<file path="src/rtl/mult_fu_pkg.sv">
// Shared types for the iterative RV32M multiply unit:
// issue bundle, CDB result bundle, MUL funct3 codes.
package mult_fu_pkg;

   typedef enum logic [2:0] {
      MUL_F3    = 3'b000,
      MULH_F3   = 3'b001,
      MULHSU_F3 = 3'b010,
      MULHU_F3  = 3'b011
   } mul_f3_t;

   typedef struct packed {
      logic [2:0]  funct3;
      logic [31:0] rs1_v;
      logic [31:0] rs2_v;
      logic [5:0]  pd_s;
      logic [3:0]  rob_num;
      logic [31:0] rvfi_data;
   } mult_issue_t;

   typedef struct packed {
      logic [5:0]  pd_s;
      logic [3:0]  rob_num;
      logic [31:0] pd_v;
      logic [31:0] rvfi_data;
      logic        br_en;
      logic [31:0] br_target;
   } fu_cdb_data_t;

   // -2^31 maps to 2^31, which still fits the unsigned 32-bit field.
   function automatic logic [32:0] mag33(input logic [31:0] v,
                                         input logic sgn);
      if (sgn && v[31]) return {1'b0, ~v + 32'd1};
      return {1'b0, v};
   endfunction

endpackage

</file>
<file path="src/rtl/mult_core_iter.sv">
// Shift-and-add datapath: BPC multiplier bits per busy cycle
// into a 64-bit accumulator; exposes the next accumulator value.
module mult_core_iter
   import mult_fu_pkg::*;
#(
   parameter int BPC = 2,
   parameter int CW  = 5
) (
   input  logic          clk,
   input  logic          rst,
   input  logic          start,
   input  logic          busy,
   input  logic [32:0]   a_mag,
   input  logic [32:0]   b_mag,
   output logic [CW-1:0] counter,
   output logic [63:0]   product
);

   logic [63:0] acc;
   logic [63:0] mcand;
   logic [32:0] mplier;

   always_comb begin
      product = acc;
      for (int k = 0; k < BPC; k++) begin
         if (mplier[k]) product = product + (mcand << k);
      end
   end

   always_ff @(posedge clk) begin
      if (rst) begin
         counter <= '0;
         acc     <= '0;
         mcand   <= '0;
         mplier  <= '0;
      end else if (start) begin
         counter <= '0;
         acc     <= '0;
         mcand   <= {31'd0, a_mag};
         mplier  <= b_mag;
      end else if (busy) begin
         counter <= counter + CW'(1);
         acc     <= product;
         mcand   <= mcand << BPC;
         mplier  <= mplier >> BPC;
      end
   end

endmodule

</file>
<file path="src/rtl/mult_fu.sv">
// Iterative MUL/MULH/MULHSU/MULHU unit: accepts one op,
// iterates, then holds the result on the CDB port until acked.
module mult_fu
   import mult_fu_pkg::*;
#(
   parameter int BITS_PER_CYCLE = 2
) (
   input  logic         clk,
   input  logic         rst,
   input  logic         flush,
   input  logic         issue_valid,
   output logic         issue_ready,
   input  mult_issue_t  issue,
   output logic         done,
   output fu_cdb_data_t output_data,
   input  logic         ack
);

   localparam int ITERS = 32 / BITS_PER_CYCLE;
   localparam int CW    = $clog2(ITERS + 1);

   typedef enum logic [1:0] {IDLE, BUSY, DONE} state_t;

   state_t        state_q, state_d;
   logic          accept, last;
   logic          s1, s2, neg_d;
   logic          neg_q, hi_q;
   logic [32:0]   a_mag, b_mag;
   logic [CW-1:0] counter;
   logic [63:0]   prod, fixed;
   logic [31:0]   pd_v_q;
   logic [5:0]    pd_s_q;
   logic [3:0]    rob_q;
   logic [31:0]   rvfi_q;

   assign issue_ready = (state_q == IDLE);
   assign done        = (state_q == DONE);
   assign accept      = issue_valid && issue_ready && !flush;
   assign last        = (state_q == BUSY) && (counter == CW'(ITERS - 1));

   always_comb begin
      s1 = 1'b0;
      s2 = 1'b0;
      unique case (issue.funct3)
         MUL_F3, MULH_F3: begin
            s1 = 1'b1;
            s2 = 1'b1;
         end
         MULHSU_F3: s1 = 1'b1;
         default: ;
      endcase
   end

   assign a_mag = mag33(issue.rs1_v, s1);
   assign b_mag = mag33(issue.rs2_v, s2);
   assign neg_d = (s1 & issue.rs1_v[31]) ^ (s2 & issue.rs2_v[31]);

   mult_core_iter #(
      .BPC (BITS_PER_CYCLE),
      .CW  (CW)
   ) u_core (
      .clk     (clk),
      .rst     (rst || flush),
      .start   (accept),
      .busy    (state_q == BUSY),
      .a_mag   (a_mag),
      .b_mag   (b_mag),
      .counter (counter),
      .product (prod)
   );

   assign fixed = neg_q ? (~prod + 64'd1) : prod;

   always_comb begin
      state_d = state_q;
      unique case (state_q)
         IDLE: if (issue_valid) state_d = BUSY;
         BUSY: if (last) state_d = DONE;
         DONE: if (ack) state_d = IDLE;
         default: state_d = IDLE;
      endcase
      if (flush) state_d = IDLE;
   end

   always_ff @(posedge clk) begin
      if (rst) state_q <= IDLE;
      else     state_q <= state_d;
   end

   // Payload registers carry no reset; they are only read while done=1.
   always_ff @(posedge clk) begin
      if (accept) begin
         neg_q  <= neg_d;
         hi_q   <= (issue.funct3 != MUL_F3);
         pd_s_q <= issue.pd_s;
         rob_q  <= issue.rob_num;
         rvfi_q <= issue.rvfi_data;
      end
      if (last && !flush && !rst) begin
         pd_v_q <= hi_q ? fixed[63:32] : fixed[31:0];
      end
   end

   always_comb begin
      output_data           = '0;
      output_data.pd_s      = pd_s_q;
      output_data.rob_num   = rob_q;
      output_data.pd_v      = pd_v_q;
      output_data.rvfi_data = rvfi_q;
      output_data.br_en     = 1'b0;
   end

endmodule

</file>
<file path="config.mk">
export PLATFORM = sky130hd
export DESIGN_NAME = mult_fu
export DESIGN_NICKNAME = d
export VERILOG_FILES = /design/src/rtl/mult_fu_pkg.sv /design/src/rtl/mult_core_iter.sv /design/src/rtl/mult_fu.sv
export SDC_FILE = /design/constraint.sdc
export NUM_CORES = 1
export LEC_CHECK = 0
export ABC_AREA = 1
export BUFFER_PORTS_ARGS = -buffer_cell sky130_fd_sc_hd__buf_2
export CORE_MARGIN = 2
export CORE_UTILIZATION = 44
export CTS_CLUSTER_SIZE = 10
export DETAILED_ROUTE_END_ITERATION = 16
export PLACE_DENSITY = 0.66
export SLEW_MARGIN = 30
export SYNTH_ARGS = -nofsm -noshare
export SYNTH_HDL_FRONTEND = slang
export SYNTH_SLANG_ARGS = --single-unit
export TNS_END_PERCENT = 100
</file>
<file path="constraint.sdc">
create_clock -name clk -period 4.9 [get_ports clk]
set_clock_uncertainty 0.1 [all_clocks]
set_input_delay 0.245 -clock clk [delete_from_list [all_inputs] [get_ports clk]]
set_output_delay 0.245 -clock clk [all_outputs]
set_load 0.03 [all_outputs]
</file>
# After elaboration in Yosys (flattened, before gate mapping)
# Cells that the tools add are included.
# op_classes
addsub	6
n_mux	20
n_reduce_logical	19
eq_ne	8
n_bitwise	6
# ops
operator	n
$mux W33	8
$mux W64	3
$add A64 B64 Y64	2
$add A32 B1 Y32 const B	2
$add A64 B1 Y64 const B	1
$not A32 Y32	2
$not A64 Y64	1
$mux W32	1
$logic_and A1 B1 Y1	7
$mux W2	3
$pmux W2 S3	1
$reduce_or A2 Y1	3
$add A5 B1 Y5 const B	1
$eq A5 B4 Y1 const B	1
$mux W1	4
$ne A2 B2 Y1 const B	2
$eq A3 B1 Y1 const B	1
$eq A3 B2 Y1 const B	1
$logic_not A3 Y1	1
$reduce_and A3 Y1	1
$reduce_bool A3 Y1	1
$reduce_or A3 Y1	1
$and A1 B1 Y1	2
$eq A2 B1 Y1 const B	1
other kinds (7)	8
# totals
input_bits	114
register_bits	244

# Longest topological paths before layout
# logic_depth
depth_word	8
ltp_mapped	39
ltp_nobuf	39

# Cells and area by module
# From an unflattened synthesis, not the netlist that was laid out.
# unflattened
cells_unflattened	4430
area_unflattened_um2	25528.2
# by_module_without_submodules
mod	n_inst	cells_per_inst	area_per_inst_um2
mult_core_iter	1	3336	18332.6
mult_fu	1	1094	7195.7

# Worst setup path before layout
# Ideal clock, no wire load.
# synth_path
path_kind	flip-flop to flip-flop
startpoint	register u_core.mcand[0]
endpoint	register pd_v_q[17] (data pin)
stages_incl_launch_ff	36
t_required_ns	4.547
setup_ns	0.253
path_buffers	0
slack_ns	0.626
arrival_time_ns	3.921
cell_sequence	dfxtp_1 ha_1 inv_1 fa_1 inv_1 nand3_1 nand2_2 nand3_1 nand3_2 nand2_2 nand2_2 nand2_1 nand3_1 nand2_1 nand2_1 nand2_1 ha_1 nand2_1 nor2_1 inv_1 nor2_1 inv_1 nor3_1 o21ai_0 nand3_1 nand2_1 nand3_1 nand2_1 nor2_1 nand2_1 inv_1 nand2_1 o21ai_0 nand3_1 nand3_1 nand2_1
# synth_via
elab_chain_cells	8
# synth_rtl
element	line_no	rtl
from (decl)	mult_core_iter.sv:20	logic [63:0] mcand;
from (signal assigned)	mult_core_iter.sv:39	mcand <= {31'd0, a_mag};
from (signal assigned)	mult_core_iter.sv:44	mcand <= mcand << BPC;
$add A64 B64 Y64	mult_core_iter.sv:26	if (mplier[k]) product = product + (mcand << k);
$mux W64	mult_core_iter.sv:26	
$add A64 B64 Y64	mult_core_iter.sv:26	
$mux W64 *	mult_core_iter.sv:26	
$not A64 Y64	mult_fu.sv:72	assign fixed = neg_q ? (~prod + 64'd1) : prod;
$add A64 B1 Y64	mult_fu.sv:72	
$mux W64 *	mult_fu.sv:72	
$mux W32 *	mult_fu.sv:100	pd_v_q <= hi_q ? fixed[63:32] : fixed[31:0];
to (signal assigned)	mult_fu.sv:100	
to (decl)	mult_fu.sv:31	logic [31:0] pd_v_q;
# Mark *: on every way between the ends. The rest lies on a longest branch, timed or not.
# A chain may end at the register's enable or synchronous reset.

# Worst setup path after layout
# layout_path
startpoint	register u_core.mcand[0]
endpoint	register pd_v_q[25] (data pin)
# Same word-level chain as after synthesis.

==> reports/summary.log <==
[clocking] clock latency of the later-clocked register in the worst-skew pair 580 ps
[detailed_routing] detail-routed net length per standard cell 19.7 µm
[timing] Worst Tran Pin Value 964 ps
[floorplan] Initial Utilization 44.6%
[clocking] H-tree levels 2
[synth] Post-Syn Instances 4676
[synth] cell area after technology mapping 26300 µm²
[setup_path] category of the worst setup path capture point flip-flop
[synth] area leader, netlist sky130_fd_sc_hd__nand2_1
[synth] Synth async-reset ratio 0%
[setup_path] critical-path cell with the highest stage delay sky130_fd_sc_hd__fa_2
[synth] synthesis warning total 0
[power] Pleak 20.5 nW
[setup_path] Max stage delay on crit path 370 ps
[synth] Top FF cell, synth sky130_fd_sc_hd__dfxtp_1
[timing] achievable clock frequency 203 MHz
[grt] initial antenna violation count 1
[grt] largest net degree at the start of global routing 118
[timing] Final period util 100%
[synth] Netlist cell types 56
[timing] unrepaired setup endpoints after global routing yes
[flow_run] maxcap violations 0
[setup_path] Max FO, Critical Path 5
[floorplan] count of standard-cell rows 89
[detailed_routing] detailed-router iteration count before antenna repair 6
[detailed_routing] violation count after the first detailed-route iteration 3481
[grt] aggregate global-route resource usage 39.9%
[setup_path] setup slack, reg-to-reg -20 ps
[detailed_routing] vias per cell 5.33
[place] Placer Congestion 1.05
[place] sum of net half-perimeters after detailed placement 103000 µm
[clocking] CTS tree built
[place] dpl cells 6375
[setup_path] critical path class reg -> reg
[timing] Setup Viol. Count Final 3
[grt] via count of the first global-routing pass 32600
[floorplan] Die Height 249 µm
[timing] final slew viol count 0
[worst_hold_path] path type of the worst min-delay path in -> reg
[timing] least setup slack across all paths after layout -18.1 ps
[power] peak ir drop on the vdd network 0.256 mV
[status] status complete, but fails checks
[clocking] root cell of the clock tree sky130_fd_sc_hd__clkbuf_16
[detailed_routing] DRT Wirelength 130000 µm
[synth] proportion of netlist area held by the largest area contributor 24.2%
[synth] most frequent cell after synthesis sky130_fd_sc_hd__nand2_1
[floorplan] area of the core 59100 µm²
[synth] portion of the post-synthesis area used by sequential elements 21.4%
[clocking] CTS Buffer Depth 3
[detailed_routing] total vias in the final route 35200
[detailed_routing] Antenna Nets Post-Route 0
[timing] relative slew slack 35.6%
[status] violations in the final reports hold timing, setup timing
[cells_and_area] share of post-route cells with drive strength above 1 39.1%
[setup_path] data required time of the worst path 5110 ps
[floorplan] area of the die 61800 µm²
[grt] wire length of the first global-routing pass 190000 µm
[setup_path] launching element type of the critical path flip-flop
[setup_path] critical path data arrival time 5130 ps
[synth] flip-flop and latch count after synthesis 243
[synth] main area contributors after synthesis sky130_fd_sc_hd__nand2_1 24%, sky130_fd_sc_hd__dfxtp_1 13%, sky130_fd_sc_hd__inv_1 9.7%, sky130_fd_sc_hd__edfxtp_1 8.7%, sky130_fd_sc_hd__nand3_1 7.6%
[grt] final global-route overflow total 0
[detailed_routing] DRC viols 0
[cells_and_area] relative area change from synthesis to final layout 56.5%
[timing] endpoints failing hold 2
[cells_and_area] number of inserted diodes 0
[clocking] CTS Sinks 243
[floorplan] top-level port count 223
[timing] Post-Route Hold Slack -4.38 ps
[cells_and_area] final net count 6053
[clocking] Clock Pin Slew Worst Setup and Hold Paths 60 ps
[synth] number of enable-type register cells in the synthesized netlist 76
[cells_and_area] number of standard cells in the layout, taps in and fillers out 6604
[timing] Period minus WS final 4920 ps
[setup_path] cell seen most often among critical-path stages sky130_fd_sc_hd__nand2_1
[floorplan] die boundary width 249 µm
[clocking] total clock buffers created by CTS 34
[synth] most instantiated cells after synthesis 1695 x sky130_fd_sc_hd__nand2_1, 681 x sky130_fd_sc_hd__inv_1, 400 x sky130_fd_sc_hd__nand3_1
[synth] average instance area after synthesis 5.63 µm²
[power] areal power density over the cells 157 nW/µm²
[place] number of I/O port buffers 189
## kinds of logic after synthesis
kind of cell    synth area share [%]
flops                           21.4
simple gates                    44.6
xor+xnor                        2.09
buf+inv                         13.2
compound gates                  12.3
fa+ha+maj                       6.37
other cells                   0.0142
## power breakdown
part,switching (mW),internal (mW)
logic,1.07,0.699
clock network,1.03,1.53
registers,0.0344,2.12
## worst max-delay path: cells and delay by family, from the launching register on
family,cells,cell delay [ps]
AOI/OAI and AO/OA,3,370
and+or+nand+nor,23,1880
DFF,1,360
buffers and inverters,10,1150
adders and majority gates,3,740
## cells in the final DEF, fill, tap and decap left out, types with 16 or more instances in the layout
| master | count |
|---|---|
| sky130_fd_sc_hd__inv_1 | 618 |
| sky130_fd_sc_hd__edfxtp_1 | 76 |
| sky130_fd_sc_hd__a21oi_2 | 78 |
| sky130_fd_sc_hd__nand2_2 | 311 |
| sky130_fd_sc_hd__nor2_2 | 122 |
| sky130_fd_sc_hd__xnor2_1 | 22 |
| sky130_fd_sc_hd__buf_12 | 21 |
| sky130_fd_sc_hd__inv_2 | 80 |
| sky130_fd_sc_hd__conb_1 | 33 |
| sky130_fd_sc_hd__buf_6 | 22 |
| sky130_fd_sc_hd__dfxtp_2 | 42 |
| sky130_fd_sc_hd__or2_2 | 17 |
| sky130_fd_sc_hd__nand3_4 | 16 |
| sky130_fd_sc_hd__a31oi_1 | 18 |
| sky130_fd_sc_hd__dlygate4sd3_1 | 72 |
| sky130_fd_sc_hd__xor2_1 | 40 |
| sky130_fd_sc_hd__buf_2 | 189 |
| sky130_fd_sc_hd__nand3_1 | 310 |
| sky130_fd_sc_hd__nand2_1 | 1388 |
| sky130_fd_sc_hd__nand4_1 | 37 |
| sky130_fd_sc_hd__o21ai_0 | 139 |
| sky130_fd_sc_hd__nand3b_1 | 32 |
| sky130_fd_sc_hd__nor3_1 | 40 |
| sky130_fd_sc_hd__o21ai_1 | 49 |
| sky130_fd_sc_hd__nand2_4 | 54 |
| sky130_fd_sc_hd__o211ai_1 | 34 |
| sky130_fd_sc_hd__a21oi_1 | 219 |
| sky130_fd_sc_hd__nand3_2 | 97 |
| sky130_fd_sc_hd__dfxtp_1 | 112 |
| sky130_fd_sc_hd__ha_4 | 85 |
| sky130_fd_sc_hd__nor2_1 | 206 |
| sky130_fd_sc_hd__clkbuf_16 | 34 |
| sky130_fd_sc_hd__o21ai_2 | 21 |
| sky130_fd_sc_hd__ha_1 | 39 |
| sky130_fd_sc_hd__buf_4 | 912 |
| sky130_fd_sc_hd__nor2_4 | 90 |
## through the flow
| step | power [mW] | util [%] | setup slack [ps] | instance area (µm²) | setup TNS, ps |
|---|---|---|---|---|---|
| after global placement | 3.66 | 57.9 | -660 | 34200 | -15460 |
| after CTS | 6.34 | 64.4 | -16.0 | 38100 | -41.9 |
| after floorplan | 3.04 | - | 626 | 26500 | 0 |
| final | 6.48 | 69.7 | -18.1 | 41200 | -47.6 |
| after global routing | 6.71 | 69.7 | -271 | 41200 | -6620 |
| after detailed placement | 3.67 | 58.0 | -724 | 34300 | -17500 |
## repair_timing
| item | 4_1_cts | 5_1_grt |
|---|---|---|
| resized for setup | 415 | 770 |
| pin swaps | 75 | 193 |
| hold buffers | 72 | 0 |
| endpoints found under the setup margin | 37 | 36 |
| buffers inserted | 32 | 65 |
| hold endpoints to repair | 70 | 0 |
## worst paths after layout
check,cells after the start,start,endpoint
setup / recovery,39,u_core.mcand[0],pd_v_q[25]
hold / removal,4,issue[88],u_core.mcand[14]
hold reg to reg,2,u_core.mplier[17],u_core.mplier[17]
setup reg to reg,39,u_core.mcand[0],pd_v_q[25]
## layer usage
metal | vias up | wire length, µm | part of all wire, % | GRT usage (%)
met5 | - | 12 | 0.0092 | 0
met4 | 2 | 11000 | 8.4 | 27.4
met3 | 395 | 10400 | 8.0 | 5.68
met2 | 1525 | 57300 | 44 | 63.6
met1 | 16200 | 51300 | 39 | 49.9
li1 | 17100 | - | - | -
## registers in the layout (all words and copies together), names as in the netlist
name and flops:
hi_q 1, u_core.mplier 32, rob_q 4, u_core.counter 5
pd_s_q 6, rvfi_q 32, u_core.mcand 64, state_q 2
neg_q 1, pd_v_q 32, u_core.acc 64
## layout make-up
cell class / count / area [µm²]
Clock buffer: 48 / 923
Sequential cell: 243 / 5730
Fill cell: 5409 / 17900
Inverter: 711 / 2690
Tap cell: 773 / 967
Timing Repair Buffer: 1217 / 9210
Clock inverter: 13 / 188
Multi-Input combinational cell: 3599 / 21500
Power figures use the tool's default switching activity.
